### config.mk
export PLATFORM = sky130hd
export DESIGN_NAME = refill_issue_arbiter
export DESIGN_NICKNAME = d
export VERILOG_FILES = /design/src/rtl/refill_issue_arbiter_pkg.sv /design/src/rtl/refill_issue_arbiter_rr_arb.sv /design/src/rtl/refill_issue_arbiter.sv
export SDC_FILE = /design/constraint.sdc
export NUM_CORES = 1
export LEC_CHECK = 0
export CAP_MARGIN = 30
export CORE_AREA = 5 5 69 71
export CTS_CLUSTER_DIAMETER = 200
export CTS_CLUSTER_SIZE = 40
export DETAILED_ROUTE_END_ITERATION = 10
export DIE_AREA = 0 0 74 76
export PLACE_DENSITY = 0.72
export SLEW_MARGIN = 25
export SYNTH_ARGS = -nofsm -noshare
export SYNTH_HDL_FRONTEND = slang
export SYNTH_SLANG_ARGS = --single-unit
### constraint.sdc
create_clock -name clk -period 2.5 [get_ports clk]
set_clock_uncertainty 0.2 [all_clocks]
set_input_delay 0.5 -clock clk [delete_from_list [all_inputs] [get_ports clk]]
set_output_delay 0.5 -clock clk [all_outputs]
set_load 0.02 [all_outputs]
### src/rtl/refill_issue_arbiter_pkg.sv
// rtl/refill_issue_arbiter_pkg.sv - shared config, field types and helpers for the refill-issue arbiter
package refill_issue_arbiter_pkg;

    typedef struct packed {
        int unsigned robSize;
        int unsigned banks;
        int unsigned sets;
        int unsigned ways;
    } mpc_cfg_t;

    function automatic mpc_cfg_t mpcBuildConfig();
        mpc_cfg_t c;
        c.robSize = 8;
        c.banks   = 4;
        c.sets    = 8;
        c.ways    = 4;
        return c;
    endfunction

    localparam mpc_cfg_t    MPC_DEFAULT_CFG = mpcBuildConfig();
    localparam int unsigned MPC_SET_W       = $clog2(MPC_DEFAULT_CFG.sets);
    localparam int unsigned MPC_WAY_W       = $clog2(MPC_DEFAULT_CFG.ways);
    localparam int unsigned MPC_ROB_W       = $clog2(MPC_DEFAULT_CFG.robSize);

    typedef logic [MPC_SET_W-1:0]           mpc_set_t;
    typedef logic [MPC_WAY_W-1:0]           mpc_way_t;
    typedef logic [MPC_ROB_W-1:0]           mpc_rob_t;
    typedef logic [MPC_WAY_W+MPC_SET_W-1:0] mpc_nline_t;

    typedef struct packed {
        mpc_set_t set;
        mpc_way_t way;
        mpc_rob_t rob;
    } mpc_refill_req_t;

    function automatic mpc_nline_t mpcLineId(input mpc_way_t way, input mpc_set_t set);
        return {way, set};
    endfunction

endpackage

### src/rtl/refill_issue_arbiter_rr_arb.sv
// rtl/refill_issue_arbiter_rr_arb.sv - one-of-N request arbiter; MPC_REFILL_ARB_FIXPRIO_EN selects fixed priority
module mpc_rr_arb #(
    parameter  int unsigned NumReq = 4,
    localparam int unsigned IDX_W  = (NumReq > 1) ? $clog2(NumReq) : 1
) (
    input  logic              clk,
    input  logic              rst_n,
    input  logic [NumReq-1:0] i_req,
    input  logic              i_en,
    output logic [NumReq-1:0] o_grant,
    output logic [IDX_W-1:0]  o_idx,
    output logic              o_any
);

`ifdef MPC_REFILL_ARB_FIXPRIO_EN
    logic w_unused_clk_rst;
    assign w_unused_clk_rst = clk ^ rst_n;

    always_comb begin
        o_grant = '0;
        o_idx   = '0;
        o_any   = 1'b0;
        for (int i = NumReq - 1; i >= 0; i--) begin
            if (i_en && i_req[i]) begin
                o_idx = IDX_W'(i);
                o_any = 1'b1;
            end
        end
        if (o_any) o_grant[o_idx] = 1'b1;
    end
`else
    logic [IDX_W-1:0] r_ptr;
    logic [IDX_W-1:0] w_j;

    function automatic logic [IDX_W-1:0] wrap_add(input logic [IDX_W-1:0] a, input int unsigned b);
        int unsigned s;
        s = (32'(a) + b) % NumReq;
        return s[IDX_W-1:0];
    endfunction

    // Scan from farthest to nearest so the requester closest to r_ptr wins.
    always_comb begin
        o_grant = '0;
        o_idx   = '0;
        o_any   = 1'b0;
        w_j     = '0;
        for (int k = NumReq - 1; k >= 0; k--) begin
            w_j = wrap_add(r_ptr, k);
            if (i_en && i_req[w_j]) begin
                o_idx = w_j;
                o_any = 1'b1;
            end
        end
        if (o_any) o_grant[o_idx] = 1'b1;
    end

    always_ff @(posedge clk or negedge rst_n) begin
        if (!rst_n) begin
            r_ptr <= '0;
        end else if (o_any) begin
            r_ptr <= wrap_add(o_idx, 1);
        end
    end
`endif

endmodule

### src/rtl/refill_issue_arbiter.sv
// rtl/refill_issue_arbiter.sv - grants HTU refill requests, allocates ROB ids and issues to memctl (MPC_REFILL_ARB_FIXPRIO_EN: fixed priority)
module refill_issue_arbiter
    import refill_issue_arbiter_pkg::*;
#(
    parameter mpc_cfg_t    Cfg             = mpcBuildConfig(),
    parameter int unsigned NumReq          = Cfg.banks,
    parameter type         setWidth_t      = mpc_set_t,
    parameter type         wayIndexWidth_t = mpc_way_t,
    parameter type         nlineWidth_t    = mpc_nline_t,
    parameter type         robWidth_t      = mpc_rob_t
) (
    input  logic                          clk,
    input  logic                          rst_n,
    input  logic           [NumReq-1:0]   htu_req_valid,
    input  setWidth_t      [NumReq-1:0]   htu_req_set,
    input  wayIndexWidth_t [NumReq-1:0]   htu_req_way,
    output logic           [NumReq-1:0]   htu_req_ready,
    output logic                          htu_refill_valid,
    output setWidth_t                     htu_refill_set,
    output wayIndexWidth_t                htu_refill_way,
    output logic                          memctl_req_valid,
    input  logic                          memctl_req_ready,
    output nlineWidth_t                   memctl_req_id,
    output robWidth_t                     memctl_req_rob,
    input  logic                          memctl_refill_valid,
    input  robWidth_t                     memctl_refill_rob,
    output logic [$bits(robWidth_t):0]    outstanding_cnt,
    output logic                          arb_err
);

    localparam int unsigned ROB_SIZE = Cfg.robSize;
    localparam int unsigned CNT_W    = $bits(robWidth_t) + 1;
    localparam int unsigned IDX_W    = (NumReq > 1) ? $clog2(NumReq) : 1;

    typedef enum logic {ST_IDLE, ST_HOLD} state_t;

    state_t              r_state;
    mpc_refill_req_t     r_req;
    logic                r_mark;
    logic [ROB_SIZE-1:0] r_free;
    logic [CNT_W-1:0]    r_cnt;
    logic                r_err;

    logic                w_can_grant;
    logic                w_any_grant;
    logic [NumReq-1:0]   w_grant;
    logic [IDX_W-1:0]    w_gnt_idx;
    robWidth_t           w_alloc_rob;
    logic                w_free_ok;

    always_comb begin
        w_alloc_rob = '0;
        for (int i = ROB_SIZE - 1; i >= 0; i--) begin
            if (r_free[i]) w_alloc_rob = robWidth_t'(i);
        end
    end

    // Allocation looks only at the registered bitmap, so an id freed this
    // cycle becomes grantable one cycle later.
    assign w_can_grant = rst_n
                      && ((r_state == ST_IDLE) || memctl_req_ready)
                      && (|r_free)
                      && (r_cnt < CNT_W'(ROB_SIZE));
    assign w_free_ok   = memctl_refill_valid && !r_free[memctl_refill_rob];

    mpc_rr_arb #(.NumReq(NumReq)) u_arb (
        .clk     (clk),
        .rst_n   (rst_n),
        .i_req   (htu_req_valid),
        .i_en    (w_can_grant),
        .o_grant (w_grant),
        .o_idx   (w_gnt_idx),
        .o_any   (w_any_grant)
    );

    always_ff @(posedge clk or negedge rst_n) begin
        if (!rst_n) begin
            r_state <= ST_IDLE;
            r_req   <= '0;
            r_mark  <= 1'b0;
            r_free  <= '1;
            r_cnt   <= '0;
            r_err   <= 1'b0;
        end else begin
            r_mark <= w_any_grant;
            if (w_any_grant) begin
                r_state   <= ST_HOLD;
                r_req.set <= htu_req_set[w_gnt_idx];
                r_req.way <= htu_req_way[w_gnt_idx];
                r_req.rob <= w_alloc_rob;
            end else if ((r_state == ST_HOLD) && memctl_req_ready) begin
                r_state <= ST_IDLE;
            end

            if (w_any_grant) r_free[w_alloc_rob]       <= 1'b0;
            if (w_free_ok)   r_free[memctl_refill_rob] <= 1'b1;
            if (memctl_refill_valid && !w_free_ok) r_err <= 1'b1;

            case ({w_any_grant, w_free_ok})
                2'b10:   r_cnt <= r_cnt + 1'b1;
                2'b01:   r_cnt <= r_cnt - 1'b1;
                default: r_cnt <= r_cnt;
            endcase
        end
    end

    assign htu_req_ready    = w_grant;
    assign htu_refill_valid = r_mark;
    assign htu_refill_set   = r_req.set;
    assign htu_refill_way   = r_req.way;
    assign memctl_req_valid = (r_state == ST_HOLD);
    assign memctl_req_id    = mpcLineId(r_req.way, r_req.set);
    assign memctl_req_rob   = r_req.rob;
    assign outstanding_cnt  = r_cnt;
    assign arb_err          = r_err;

endmodule

==> results.ini <==
[pwr]
power_frac_comb_pct = 63.8
swShare_pct = 39.4
power_mw = 2.82
intPower_mw = 1.71
pwr-share-seq_pct = 28.0
power_density_nw_per_um2 = 1080
clockPowerShare_pct = 8.3
ir_drop_mv = 0.579
p_leak_nw = 1.12
switchingPower_mw = 1.11

[clock_network]
ctsHoldBuffers = 0
cts.sinks = 25
clk_pin_slew_ns = 0.08
cts_tree = yes
cts_buffers = 3
clock_latency_ns = 0.26
cts_buffer_depth = 2
cts_max_level = 1
root_buffer = clkbuf_8

[cells_and_area]
postLayoutCoreUtil_pct = 62.3
stdcell_area_um2 = 2600
fin_nets = 290
fin_cells = 303
area_growth_pct = 60.1
drive_gt1_share_pct = 31.9
n_fill_cell = 366
antenna_cells = 0

[timing]
setup_viol = 7
final_max_slew_viol_count = 0
whs_ns = 0.281
hold_viol = 0
period_minus_slack_ns = 2.87
setup_ws_ns = -0.368
max_freq_ghz = 0.349
period_share_pct = 115
fin_setup_tns_ns = -1.93
worst_pin_slew_ns = 0.359
rsz0062_at_grt = true
relSlewSlack_pct = 75.8

[logic_synthesis]
synth_ff_type = dfrtp_1
syn_inst = 164
syn-num-nets = 202
synth_mux_area_share_pct = 11.9
ys_seq_elements = 25
yosys-top-cells-area = dfrtp_1 26%, dfstp_2 13%, mux2i_1 8.0%
synth_common_cells = 19 x nand2_1, 17 x dfrtp_1, 17 x nor2_1
synth_cell_types = 45
yosys_warnings = 0
synth_compound_area_share_pct = 16.6
ys_seq_area_share_pct = 39.1
synth_top_area_share_pct = 26.2
syn_area_per_cell_um2 = 9.90
synth_most_common_cell = nand2_1
async_reset_ff_share_pct = 100
synth_top_family_by_area = simple AND/OR/NAND/NOR gates
synth_edf_count = 0
syn-cell-area_um2 = 1620
synth_fa_ha_area_share_pct = 5.39
synth_area_leader_cell = dfrtp_1
synth_xor_area_share_pct = 2.70
yosys.area_share.simple_pct = 18.0

[routing]
antenna_left = 0
firstDrtPassIters = 4
viasPerCell = 5.07
drc = 0
wl_per_cell_um = 14.6
routed-via-count = 1535
drt_wl_total_um = 4420
first_iter_violations = 54

[floorplanning]
ios = 55
dieArea_um2 = 5620
dieHeight_um = 76
start_util_pct = 38.9
num_rows = 24
die_x_um = 74
core_um2 = 4170

[critical_path]
worstRegToRegCells = 13
reg2reg_from = r_free[3]
crit_required_ns = 1.80
crit_type = flop to primary output
endpoint_kind = primary output
worst-r2r-setup-slack_ns = -0.20
crit_fanout = 4
timing.rr.end = outstanding_cnt[2]
start_kind = flop
cp.arrival_ns = 2.17

[min_path]
hold_class = primary input to async pin

[placement]
dpl.hpwl_um = 3390
dpl.cell_count = 295
dp_slack_ns = -0.949
port_buffers = 54
placed_cell_area_um2 = 2450
place.gp.congestion = 0.830

[run_status]
violations = setup timing
outcome = complete, but fails checks

[run]
drv_cap = 0

[global_routing]
grt_pass1_wl_um = 6810
grt_max_degree = 26
gr-total-overflow = 0
grt_usage_pct = 15.2
antenna_found_initial = 0
grt_pass1_vias = 1490

placed cells by master, fill, tap and decap left out, types with 4 or more instances in the layout:
master	n
nand2_1	19
a21oi_1	5
mux2i_1	13
buf_4	36
ha_4	4
dfstp_2	8
buf_6	4
inv_1	5
a221oi_1	4
dfrtp_1	17
a32o_1	4
nor2_1	17
and2_4	4
clkdlybuf4s50_1	46
cells by family after synthesis:
logic type | Yosys count
and+or+nand+nor | 60
buffers and inverters | 18
adders and majority gates | 7
DFF | 25
AOI/OAI and AO/OA | 33
muxes | 16
xor gates and xnor gates | 5
worst max-delay path, stage by stage (launching register included):
cell and delay (ns):
dfstp_2 0.38, or4_4 0.56, o2111ai_4 0.25, a211o_1 0.18, a31oi_4 0.05, inv_2 0.12, ha_4 0.14, and2_4 0.12
buf_6 0.11
repair_timing:
action,4_1_cts,5_1_grt
endpoints found under the setup margin,11,10
pin swaps,3,6
buffers inserted,2,3
resized for setup,35,11
worst max path at each step:
| stage | from | end | slack, ns | cells past startpoint |
|---|---|---|---|---|
| 6_report | r_free[3] | htu_req_ready[0] | -0.37 | 8 |
| 5_1_grt | r_free[3] | htu_req_ready[0] | -0.45 | 8 |
| 4_1_cts | memctl_req_ready | htu_req_ready[0] | -0.38 | 9 |
| 3_5_place_dp | memctl_req_ready | htu_req_ready[2] | -0.95 | 9 |
| 3_3_place_gp | memctl_req_ready | htu_req_ready[2] | -0.88 | 9 |
| 2_1_floorplan | r_free[0] | htu_req_ready[1] | -0.11 | 8 |
power by group through the flow:
stage / combinational [mW] / sequential, mW / clock, mW
6_report: 1.80 / 0.788 / 0.233
5_1_grt: 1.94 / 0.815 / 0.268
4_1_cts: 1.76 / 0.790 / 0.246
3_5_place_dp: 1.68 / 0.792 / 0
3_3_place_gp: 1.66 / 0.782 / 0
2_1_floorplan: 0.815 / 0.925 / 0
per-layer routing:
metal	wire (um)	global-route usage, %
met5	0	0
met4	89	5.07
met3	402	2.64
met2	2140	24.9
met1	1790	19.8
final cells by class:
| cell class | count | area (um2) | share of cell area (%) |
|---|---|---|---|
| clock buffers | 4 | 45.0 | 1.73 |
| inverters | 9 | 38.8 | 1.49 |
| multi-input cells | 121 | 977 | 37.6 |
| flip-flops and latches | 25 | 636 | 24.4 |
| well taps | 52 | 65.1 | 2.50 |
| repair buffers | 92 | 838 | 32.2 |
registers in the layout (all words and copies together), names as in the netlist:
name / flops
arb_err: 1
htu_refill_valid: 1
outstanding_cnt: 4
htu_refill_way: 2
htu_refill_set: 3
memctl_req_valid: 1
r_free: 8
u_arb.r_ptr: 2
memctl_req_rob: 3
Note: power is estimated with default switching activity, not from simulation.
